**config.mk**
```make
export PLATFORM = sky130hd
export DESIGN_NAME = sign_extender
export DESIGN_NICKNAME = d
export VERILOG_FILES = /design/src/rtl/sign_ext_pkg.sv /design/src/rtl/sign_ext_core.sv /design/src/rtl/sign_extender.sv
export SDC_FILE = /design/constraint.sdc
export NUM_CORES = 1
export LEC_CHECK = 0
export CORE_MARGIN = 10
export CORE_UTILIZATION = 42
export DETAILED_ROUTE_END_ITERATION = 8
export GPL_ROUTABILITY_DRIVEN = 0
export HOLD_SLACK_MARGIN = 0.03
export PLACE_DENSITY = 0.85
export SYNTH_ARGS = -nofsm -noshare
export SYNTH_HDL_FRONTEND = slang
export SYNTH_SLANG_ARGS = --single-unit
export TNS_END_PERCENT = 30
```
**constraint.sdc**
```tcl
create_clock -name clk -period 3.44 [get_ports clk]
set_input_delay 0.688 -clock clk [delete_from_list [all_inputs] [get_ports clk]]
set_output_delay 0.688 -clock clk [all_outputs]
set_load 0.01 [all_outputs]
```
**src/rtl/sign_ext_pkg.sv**
```systemverilog
// -----------------------------------------------------------------------------
// sign_ext_pkg
// Shared definitions for the decode-stage immediate extender.
//   ext_mode_e : 2-bit extension mode (ext_sel encoding)
//   IMM_W      : default immediate width
//   DATA_W     : default datapath width
// -----------------------------------------------------------------------------
package sign_ext_pkg;

  localparam int IMM_W  = 16;
  localparam int DATA_W = 32;

  typedef enum logic [1:0] {
    EXT_SEXT  = 2'b00,  // sign-extend from the immediate's MSB
    EXT_ZEXT  = 2'b01,  // zero-extend
    EXT_SEXT8 = 2'b10,  // sign-extend from bit 7, upper immediate bits ignored
    EXT_UPPER = 2'b11   // immediate placed in the top bits, low bits zero
  } ext_mode_e;

endpackage : sign_ext_pkg

```
**src/rtl/sign_ext_core.sv**
```systemverilog
// -----------------------------------------------------------------------------
// sign_ext_core
// Combinational mode mux that widens an IN_W-bit immediate to OUT_W bits.
// Pure bit placement; no arithmetic.
// Ports:
//   in_data  [IN_W-1:0]  raw immediate
//   ext_sel  [1:0]       extension mode (see sign_ext_pkg::ext_mode_e)
//   se_comb  [OUT_W-1:0] extended result
// -----------------------------------------------------------------------------
module sign_ext_core
  import sign_ext_pkg::*;
#(
  parameter int IN_W  = IMM_W,
  parameter int OUT_W = DATA_W
) (
  input  logic [IN_W-1:0]  in_data,
  input  logic [1:0]       ext_sel,
  output logic [OUT_W-1:0] se_comb
);

  always_comb begin
    // NOTE: give every always_comb output a default first so no path can
    // leave it unassigned and infer a latch.
    se_comb = '0;
    case (ext_mode_e'(ext_sel))
      EXT_SEXT:  se_comb = {{(OUT_W-IN_W){in_data[IN_W-1]}}, in_data};
      EXT_ZEXT:  se_comb = {{(OUT_W-IN_W){1'b0}}, in_data};
      EXT_SEXT8: se_comb = {{(OUT_W-8){in_data[7]}}, in_data[7:0]};
      EXT_UPPER: se_comb = {in_data, {(OUT_W-IN_W){1'b0}}};
      default:   se_comb = '0;
    endcase
  end

endmodule : sign_ext_core

```
**src/rtl/sign_extender.sv**
```systemverilog
// -----------------------------------------------------------------------------
// sign_extender
// Registered immediate extender for the decode stage. Produces a zero-latency
// combinational extension and a one-cycle registered copy with a valid flag.
// Optional feature (macro SIGN_EXTENDER_SHL2_EN): branch offset outputs equal
// to the extended value shifted left by two, combinational and registered.
// Ports:
//   clk        rising-edge clock
//   rst_n      asynchronous active-low reset
//   in_valid   in_data/ext_sel valid this cycle
//   in_data    [IN_W-1:0] raw immediate
//   ext_sel    [1:0] mode: 00 SEXT, 01 ZEXT, 10 SEXT8, 11 UPPER
//   se_comb    [OUT_W-1:0] combinational extension of current inputs
//   se_out     [OUT_W-1:0] registered extension (holds when in_valid=0)
//   br_off     [OUT_W-1:0] se_comb << 2        (SIGN_EXTENDER_SHL2_EN only)
//   br_off_q   [OUT_W-1:0] registered br_off   (SIGN_EXTENDER_SHL2_EN only)
//   out_valid  se_out was captured from a valid input on the last edge
// -----------------------------------------------------------------------------
module sign_extender
  import sign_ext_pkg::*;
#(
  parameter int IN_W  = IMM_W,
  parameter int OUT_W = DATA_W
) (
  input  logic             clk,
  input  logic             rst_n,
  input  logic             in_valid,
  input  logic [IN_W-1:0]  in_data,
  input  logic [1:0]       ext_sel,
  output logic [OUT_W-1:0] se_comb,
  output logic [OUT_W-1:0] se_out,
`ifdef SIGN_EXTENDER_SHL2_EN
  output logic [OUT_W-1:0] br_off,
  output logic [OUT_W-1:0] br_off_q,
`endif
  output logic             out_valid
);

  // SEXT8 reads bit 7, so the immediate needs at least 8 bits, and there must
  // be room above it to extend into.
  if (IN_W < 8 || OUT_W <= IN_W) begin : g_bad_params
    $error("sign_extender: require IN_W >= 8 and OUT_W > IN_W");
  end

  sign_ext_core #(
    .IN_W  (IN_W),
    .OUT_W (OUT_W)
  ) u_core (
    .in_data (in_data),
    .ext_sel (ext_sel),
    .se_comb (se_comb)
  );

  // NOTE: sequential state uses non-blocking assignments so every register
  // samples pre-edge values regardless of statement order.
  always_ff @(posedge clk or negedge rst_n) begin
    if (!rst_n) begin
      se_out    <= '0;
      out_valid <= 1'b0;
    end else begin
      out_valid <= in_valid;
      if (in_valid) begin
        se_out <= se_comb;
      end
    end
  end

`ifdef SIGN_EXTENDER_SHL2_EN
  // Word-offset to byte-offset: top two bits fall off, zeros come in.
  assign br_off = {se_comb[OUT_W-3:0], 2'b00};

  always_ff @(posedge clk or negedge rst_n) begin
    if (!rst_n) begin
      br_off_q <= '0;
    end else if (in_valid) begin
      br_off_q <= br_off;
    end
  end
`endif

endmodule : sign_extender

```
==> reports/qor.csv, run 1 <==
metric,value,unit
Antenna diodes,0,
Synth Area per Inst,10.1,µm²
vias in the first global route,1492,
post-place setup slack,0.226,ns
sw frac,0.278,
Worst EP arrival,2.54,ns
Synth warnings,0,
cts hold-fix bufs,0,
Logic pwr share,0.313,
P_int,757,µW
routed wire length,4.81,mm
crit start category,input pin,
top sig layer,met4,
core area,3720,µm²
height of the die,82.4,µm
"Reg clk slew, reported paths",0.06,ns
FP Rows,22,
1st-iter DRT viols,56,
largest net degree at the start of global routing,41,
area grow syn2layout,56.9,%
Worst-Margin Slew,0.843,ns
first-pass GRT wire length,7.47,mm
CP Capture Type,output pin,
Synth cell types,17,
Clock Skew,0,ns
syn nets,183,
Tcrit/Tclk final,0.937,
initial core utilization,0.441,
Total Nets Final,266,
TritonCTS buffer count,5,
worst-path cell chain,"clkdlybuf4s50_1, nand2_1, or2_1, nand2_1, clkdlybuf4s50_1",
Sw Pwr,291,µW
1st-pass router iterations,4,
register area share after synthesis,0.504,
Routed Antenna Nets,0,
main combinational cell family by area after synthesis,simple AND/OR/NAND/NOR gates,
complex-gate fraction of the synthesized area,0.153,
Setup WS post-layout,0.216,ns
mux contribution to synthesized area,0.0619,
"flops & latches, synth",33,
# DRC,0,
clk buf depth,2,
Worst path slowest cell,clkdlybuf4s50_1,
clk_lat worst skew,0.27,ns
Critical Path RT,2.75,ns
maximum VDD drop,272,µV
Ports,86,
H-tree Lvls,2,
Final Hold Viols,0,
setup TNS,0,ns
PwrDens,408,nW/µm²
Slew headroom,0.438,
post-route core utilization,0.692,
WP buf/inv,2,
Metal-1 WL,1.81,mm
Tot Pwr,1050,µW
Vias,1421,
Post-Synth XOR/XNOR Area,0,
clk root buf,clkbuf_8,
Top delay family on crit path,buffers and inverters,
Post-Synth Adder-Cell Area,0,
layout cells sized above 1,0.146,
ys flop type,dfrtp_1,
DP HPWL,3.73,mm
Post-CTS Setup Bufs,0,
ys async rst share,1.00,
metal3 WL,436,µm
Critical Path Fanout Max,16,
WL met2,2.54,mm
minimum clock period,3.22,ns
initial antenna violation count,0,
clock sink count,33,
outcome,finished clean,
"commonest non-fill, non-tap cell in the layout",clkdlybuf4s50_1,
"Remaining Overflow, GRT",0,
Global Route Usage Sum,0.141,
worst hold path type,flip-flop to flip-flop,
Via-to-Cell Ratio,4.83,
chip width,82.4,µm
Crit Path Class,input pin to output pin,
number of port buffers,85,
final slew viol count,0,
max_cap viols,0,
final setup fails,0,
Synth Instances,162,
crit-path max cell delay,0.62,ns
Die ar.,6800,µm²
placed insts,286,
most frequent cells in the layout,"clkdlybuf4s50_1 (84), nand2_1 (40), dfrtp_1 (33)",
Post-synth EDFFs,0,
CTS tree,yes,
cts repair resizes,0,
leak pwr,0.00111,µW
RSZ-0062 raised after global routing,no,
"Cell Area, Synth",1640,µm²
"non-filler cells, final",294,
power share of the sequential group,0.429,
Synth Area in Simple Gates,0.218,
Clock Power Share,0.258,
drt wl/cell,16.3,µm
f_max,0.310,GHz
[power groups by stage]
stage | logic (µW) | clock network [µW] | registers (µW)
after CTS | 334 | 277 | 450
after global placement | 328 | 0 | 455
after global routing | 352 | 297 | 456
final | 328 | 271 | 450
after floorplan | 117 | 0 | 477
after detailed placement | 333 | 0 | 457
[routing by layer]
layer,up-vias,track usage
li1,704,-
met1,674,0.146
met2,41,0.260
met3,2,0.0637
met4,0,0.0255
met5,-,0
[state kept, by name, indices dropped and copies added (netlist names)]
name	flops
se_out	32
out_valid	1
[per-stage QoR]
stage	hold slack, ns	instance area (µm²)
6_report	0.504	2570
5_1_grt	0.533	2570
4_1_cts	0.509	2570
3_5_place_dp	0.495	2490
3_3_place_gp	0.489	2490
2_1_floorplan	0.392	1640
[Yosys cell counts (2+ instances only)]
cell type / number / area, µm²
dfrtp_1: 33 / 826
buf_6: 5 / 56.3
buf_4: 2 / 15.0
nand2b_1: 7 / 43.8
nand2_1: 40 / 150
buf_2: 5 / 25.0
a31oi_2: 15 / 188
a31oi_1: 8 / 50.1
nor2_1: 23 / 86.3
and2_1: 9 / 56.3
mux2_2: 9 / 101
[path summary, 6_finish.rpt]
check                                       from                     end  slack, ns  depth (start not counted)
max                                   ext_sel[1]              se_comb[9]       0.22                          5
min                        se_out[4]$_DFFE_PN0P_   se_out[4]$_DFFE_PN0P_       0.50                          1
max reg2reg                se_out[7]$_DFFE_PN0P_   se_out[7]$_DFFE_PN0P_       2.69                          1
min reg2reg                se_out[4]$_DFFE_PN0P_   se_out[4]$_DFFE_PN0P_       0.50                          1
max in group asynchronous                  rst_n  se_out[19]$_DFFE_PN0P_       2.29                          2
min in group asynchronous                  rst_n  se_out[23]$_DFFE_PN0P_       0.84                          2
[cell families (layout without fill, tap and decap cells)]
logic type      count (synthesis)  count (layout)
simple gates                   81              81
flops                          33              33
mux                             9               9
buf+inv                        14              98
compound gates                 25              25
[layout make-up]
cell class	count	area, µm²
fillers	311	1150
repair buffers	90	896
flip-flops and latches	33	826
multi-input cells	115	708
clock buffers	8	80.1
well taps	48	60.1
(Power assumes the default switching activity.)
==> run 2, diff against run 1 <==
--- a/config.mk
+++ b/config.mk
@@ -10,7 +10,7 @@
 export DETAILED_ROUTE_END_ITERATION = 8
 export GPL_ROUTABILITY_DRIVEN = 0
 export HOLD_SLACK_MARGIN = 0.03
-export PLACE_DENSITY = 0.85
+export PLACE_DENSITY = 0.84
 export SYNTH_ARGS = -nofsm -noshare
 export SYNTH_HDL_FRONTEND = slang
 export SYNTH_SLANG_ARGS = --single-unit
==> reports/qor.csv, run 2 (synthesis gave the netlist of run 1 again) <==
metric,value,unit,change
clock sink count,33,,unchanged
Min-Delay Endpoint,se_out[5]$_DFFE_PN0P_,,was se_out[4]$_DFFE_PN0P_
CTS tree,yes,,unchanged
initial core utilization,0.441,,unchanged
Global Route Usage Sum,0.137,,was 0.141
initial antenna violation count,0,,unchanged
area grow syn2layout,57.3,%,was 56.9%
Antenna diodes,0,,unchanged
Post-CTS Setup Bufs,0,,unchanged
Total Nets Final,266,,unchanged
number of flip-flops in the largest register,32,,unchanged
clk root buf,clkbuf_8,,unchanged
clk buf depth,2,,unchanged
Slew headroom,0.394,,was 0.438
most frequent cells in the layout,"clkdlybuf4s50_1 (84), nand2_1 (40), dfrtp_1 (33)",,unchanged
DP HPWL,3.58,mm,was 3.73 mm
"Remaining Overflow, GRT",0,,unchanged
f_max,0.308,GHz,was 0.310 GHz
max_cap viols,0,,unchanged
Tot Pwr,1060,µW,was 1050 µW
post-route core utilization,0.693,,was 0.692
1st-iter DRT viols,70,,was 56
routed wire length,4.67,mm,was 4.81 mm
clk_lat worst skew,0.27,ns,about the same
Routed Antenna Nets,0,,unchanged
cts hold-fix bufs,0,,unchanged
H-tree Lvls,2,,unchanged
Via-to-Cell Ratio,4.86,,was 4.83
Reg2Reg Launch Point,se_out[3]$_DFFE_PN0P_,,was se_out[7]$_DFFE_PN0P_
worst hold path type,flip-flop to flip-flop,,unchanged
reg2reg path depth,1,,unchanged
leak pwr,0.00112,µW,was 0.00111 µW
Die ar.,6800,µm²,unchanged
Clock Skew,0,ns,unchanged
Hold Path Origin,se_out[5]$_DFFE_PN0P_,,was se_out[4]$_DFFE_PN0P_
# DRC,0,,unchanged
Worst-Margin Slew,0.910,ns,was 0.843 ns
worst-path cell chain,"clkdlybuf4s50_1, nand2_1, or2_1, nand2_1, clkdlybuf4s50_1",,unchanged
"Reg clk slew, reported paths",0.06,ns,about the same
minimum clock period,3.25,ns,was 3.22 ns
Crit Path Class,input pin to output pin,,unchanged
Biggest register,se_out,,unchanged
TritonCTS buffer count,5,,unchanged
"commonest non-fill, non-tap cell in the layout",clkdlybuf4s50_1,,unchanged
Worst path slowest cell,clkdlybuf4s50_1,,unchanged
Tcrit/Tclk final,0.945,,was 0.937
R2R setup slack,2.68,ns,was 2.69 ns
PwrDens,411,nW/µm²,was 408 nW/µm²
WP buf/inv,2,,unchanged
Top delay family on crit path,buffers and inverters,,unchanged
RSZ-0062 raised after global routing,no,,unchanged
1st-pass router iterations,4,,unchanged
Final Hold Viols,0,,unchanged
first-pass GRT wire length,7.25,mm,was 7.47 mm
core area,3720,µm²,unchanged
Vias,1425,,was 1421
maximum VDD drop,239,µV,was 272 µV
largest net degree at the start of global routing,45,,was 41
outcome,finished clean,,unchanged
Critical Path Fanout Max,16,,unchanged
chip width,82.4,µm,unchanged
cts repair resizes,0,,unchanged
drt wl/cell,15.9,µm,was 16.3 µm
height of the die,82.4,µm,unchanged
crit start category,input pin,,unchanged
Worst EP arrival,2.56,ns,was 2.54 ns
Ports,86,,unchanged
terminus of the critical flop-to-flop path,se_out[3]$_DFFE_PN0P_,,was se_out[7]$_DFFE_PN0P_
setup TNS,0,ns,unchanged
final setup fails,0,,unchanged
crit-path max cell delay,0.63,ns,was 0.62 ns
vias in the first global route,1448,,was 1492
layout cells sized above 1,0.151,,was 0.146
FP Rows,22,,unchanged
Largest regs,"se_out (32), out_valid (1)",,unchanged
number of port buffers,85,,unchanged
CP Capture Type,output pin,,unchanged
Critical Path RT,2.75,ns,about the same
Hold Crit Depth,1,,unchanged
final slew viol count,0,,unchanged
[run 2: report_power, final]
group	switching, µW	internal, µW	total [µW]
sequential	20.8	429	450
combinational	142	184	326
clock	125	159	284
total	288	772	1060
[run 2: worst max path at each step]
| stage | endpoint | cells after the start | from | slack, ns |
|---|---|---|---|---|
| after floorplan | se_comb[16] | 5 | ext_sel[1] | 1.35 |
| after CTS | se_comb[15] | 5 | ext_sel[1] | 0.19 |
| after global routing | se_comb[15] | 5 | ext_sel[1] | 0.1 |
| after global placement | se_comb[15] | 5 | ext_sel[1] | 0.28 |
| final | se_comb[15] | 5 | ext_sel[1] | 0.19 |
| after detailed placement | se_comb[15] | 5 | ext_sel[1] | 0.19 |
[run 2: metrics by stage]
stage | instance area [µm²] | std cells | worst slack (ns) | hold WS, ns
after detailed placement | 2490 | 286 | 0.194 | 0.495
after CTS | 2580 | 293 | 0.191 | 0.510
after floorplan | 1640 | 162 | 1.35 | 0.392
final | 2580 | 293 | 0.188 | 0.505
after global routing | 2580 | 293 | 0.0984 | 0.532
after global placement | 2490 | 286 | 0.279 | 0.490
[run 2: final cells by class]
| cell class | count | area, µm² |
|---|---|---|
| fillers | 297 | 1140 |
| repair buffers | 90 | 896 |
| flip-flops and latches | 33 | 826 |
| multi-input cells | 115 | 708 |
| clock buffers | 7 | 86.3 |
| well taps | 48 | 60.1 |
[run 2: layer usage]
metal,wire length [µm],global-route usage,up-vias
li1,-,-,705
met1,1720,0.147,662
met2,2410,0.237,52
met3,481,0.0616,6
met4,58,0.0425,0
met5,0,0,-
==> run 3, diff against run 2 <==
--- a/config.mk
+++ b/config.mk
@@ -5,12 +5,14 @@
 export SDC_FILE = /design/constraint.sdc
 export NUM_CORES = 1
 export LEC_CHECK = 0
-export CORE_MARGIN = 10
-export CORE_UTILIZATION = 42
+export CELL_PAD_IN_SITES_DETAIL_PLACEMENT = 0
+export CELL_PAD_IN_SITES_GLOBAL_PLACEMENT = 1
+export CORE_MARGIN = 1
+export CORE_UTILIZATION = 30
 export DETAILED_ROUTE_END_ITERATION = 8
 export GPL_ROUTABILITY_DRIVEN = 0
 export HOLD_SLACK_MARGIN = 0.03
-export PLACE_DENSITY = 0.84
+export PLACE_DENSITY = 0.83
 export SYNTH_ARGS = -nofsm -noshare
 export SYNTH_HDL_FRONTEND = slang
 export SYNTH_SLANG_ARGS = --single-unit
==> reports/qor.csv, run 3 (synthesis gave the netlist of run 1 again) <==
metric,value,unit,change
Critical Path Fanout Max,16,,unchanged
DP HPWL,3.05,mm,was 3.58 mm
initial antenna violation count,0,,unchanged
1st-pass router iterations,4,,unchanged
cts repair resizes,0,,unchanged
number of flip-flops in the largest register,32,,unchanged
height of the die,75.9,µm,was 82.4 µm
cts hold-fix bufs,0,,unchanged
core area,5170,µm²,was 3720 µm²
FP Rows,26,,was 22
Sw Pwr,302,µW,was 288 µW
# DRC,0,,unchanged
largest net degree at the start of global routing,57,,was 45
Critical Path RT,2.75,ns,about the same
final setup fails,0,,unchanged
Crit Path Class,input pin to output pin,,unchanged
clk root buf,clkbuf_8,,unchanged
Die ar.,5760,µm²,was 6800 µm²
"Remaining Overflow, GRT",0,,unchanged
vias in the first global route,1257,,was 1448
worst hold path type,input pin to asynchronous set/reset pin,,was flip-flop to flip-flop
crit-path max cell delay,0.58,ns,was 0.63 ns
Clock Skew,0,ns,unchanged
Post-CTS Setup Bufs,0,,unchanged
f_max,0.315,GHz,was 0.308 GHz
minimum clock period,3.18,ns,was 3.25 ns
leak pwr,0.00112,µW,about the same
Routed Antenna Nets,0,,unchanged
worst-path cell chain,"clkdlybuf4s50_1, nand2_1, or2_1, nand2_1, clkdlybuf4s50_1",,unchanged
Worst EP arrival,2.49,ns,was 2.56 ns
power share of the sequential group,0.411,,was 0.425
clk_lat worst skew,0.28,ns,was 0.27 ns
CP Capture Type,output pin,,unchanged
Worst-Margin Slew,0.768,ns,was 0.910 ns
initial core utilization,0.317,,was 0.441
first-pass GRT wire length,6.33,mm,was 7.25 mm
Biggest register,se_out,,unchanged
Setup WS post-layout,0.264,ns,was 0.188 ns
setup TNS,0,ns,unchanged
outcome,finished clean,,unchanged
chip width,75.9,µm,was 82.4 µm
max_cap viols,0,,unchanged
clock sink count,33,,unchanged
Via-to-Cell Ratio,4.52,,was 4.86
TritonCTS buffer count,5,,unchanged
Tcrit/Tclk final,0.923,,was 0.945
Global Route Usage Sum,0.150,,was 0.137
"commonest non-fill, non-tap cell in the layout",clkdlybuf4s50_1,,unchanged
layout cells sized above 1,0.159,,was 0.151
R2R setup slack,2.67,ns,was 2.68 ns
P_int,793,µW,was 772 µW
final slew viol count,0,,unchanged
Total Nets Final,265,,was 266
Ports,86,,unchanged
Logic pwr share,0.293,,was 0.308
H-tree Lvls,2,,unchanged
Slew headroom,0.488,,was 0.394
CTS tree,yes,,unchanged
most frequent cells in the layout,"clkdlybuf4s50_1 (83), nand2_1 (40), dfrtp_1 (33)",,"was clkdlybuf4s50_1 (84), nand2_1 (40), dfrtp_1 (33)"
clk buf depth,2,,unchanged
Largest regs,"se_out (32), out_valid (1)",,unchanged
Final Hold Viols,0,,unchanged
post-place setup slack,0.276,ns,was 0.194 ns
PwrDens,420,nW/µm²,was 411 nW/µm²
RSZ-0062 raised after global routing,no,,unchanged
drt wl/cell,13.8,µm,was 15.9 µm
1st-iter DRT viols,52,,was 70
routed wire length,4.34,mm,was 4.67 mm
area grow syn2layout,59.1,%,was 57.3%
Clock Power Share,0.296,,was 0.268
Reg2Reg Launch Point,se_out[4]$_DFFE_PN0P_,,was se_out[3]$_DFFE_PN0P_
"Reg clk slew, reported paths",0.07,ns,was 0.06 ns
Worst path slowest cell,clkdlybuf4s50_1,,unchanged
Antenna diodes,0,,unchanged
Vias,1424,,was 1425
crit start category,input pin,,unchanged
reg2reg path depth,1,,unchanged
terminus of the critical flop-to-flop path,se_out[4]$_DFFE_PN0P_,,was se_out[3]$_DFFE_PN0P_
sw frac,0.276,,was 0.271
number of port buffers,85,,unchanged
maximum VDD drop,196,µV,was 239 µV
## run 3: cell type report
cell class | instances | area (µm²)
well taps | 70 | 87.6
clock buffers | 7 | 96.3
flip-flops and latches | 33 | 826
multi-input cells | 115 | 708
fillers | 489 | 2570
clock inverters | 1 | 5.00
repair buffers | 89 | 883
## run 3: per-layer routing
layer | global-route usage | wire length [µm] | share of wire | vias to the layer above
li1 | - | - | - | 710
met1 | 0.188 | 1880 | 0.43 | 669
met2 | 0.245 | 2150 | 0.50 | 43
met3 | 0.0463 | 263 | 0.061 | 2
met4 | 0.0494 | 36 | 0.0083 | 0
met5 | 0 | 0 | 0 | -
## run 3: critical path, delay by kind of cell
| family | cells | cell delay (ns) |
|---|---|---|
| buffers and inverters | 2 | 1.12 |
| AND/OR/NAND/NOR | 3 | 0.68 |
## run 3: how the worst max path moves through the flow
stage	startpoint	endpoint
floorplan	ext_sel[1]	se_comb[16]
global placement	ext_sel[1]	se_comb[15]
detailed placement	ext_sel[1]	se_comb[15]
CTS	ext_sel[1]	se_comb[15]
global route	ext_sel[1]	se_comb[12]
finish	ext_sel[1]	se_comb[14]
## run 3: per-stage QoR
step	area (µm²)	total power [µW]	std cells	util	hold slack, ns
floorplan	1640	594	162	-	0.392
global placement	2500	778	307	0.484	0.490
detailed placement	2500	782	307	0.484	0.496
CTS	2610	1110	315	0.504	0.504
global route	2610	1150	315	0.504	0.529
finish	2610	1090	315	0.504	0.474
## run 3: power groups by stage
stage / Clock (µW) / Sequential [µW] / Combinational [µW]
after floorplan: 0 / 477 / 117
after CTS: 332 / 451 / 326
after global routing: 347 / 456 / 348
after global placement: 0 / 456 / 322
final: 324 / 450 / 320
after detailed placement: 0 / 458 / 324
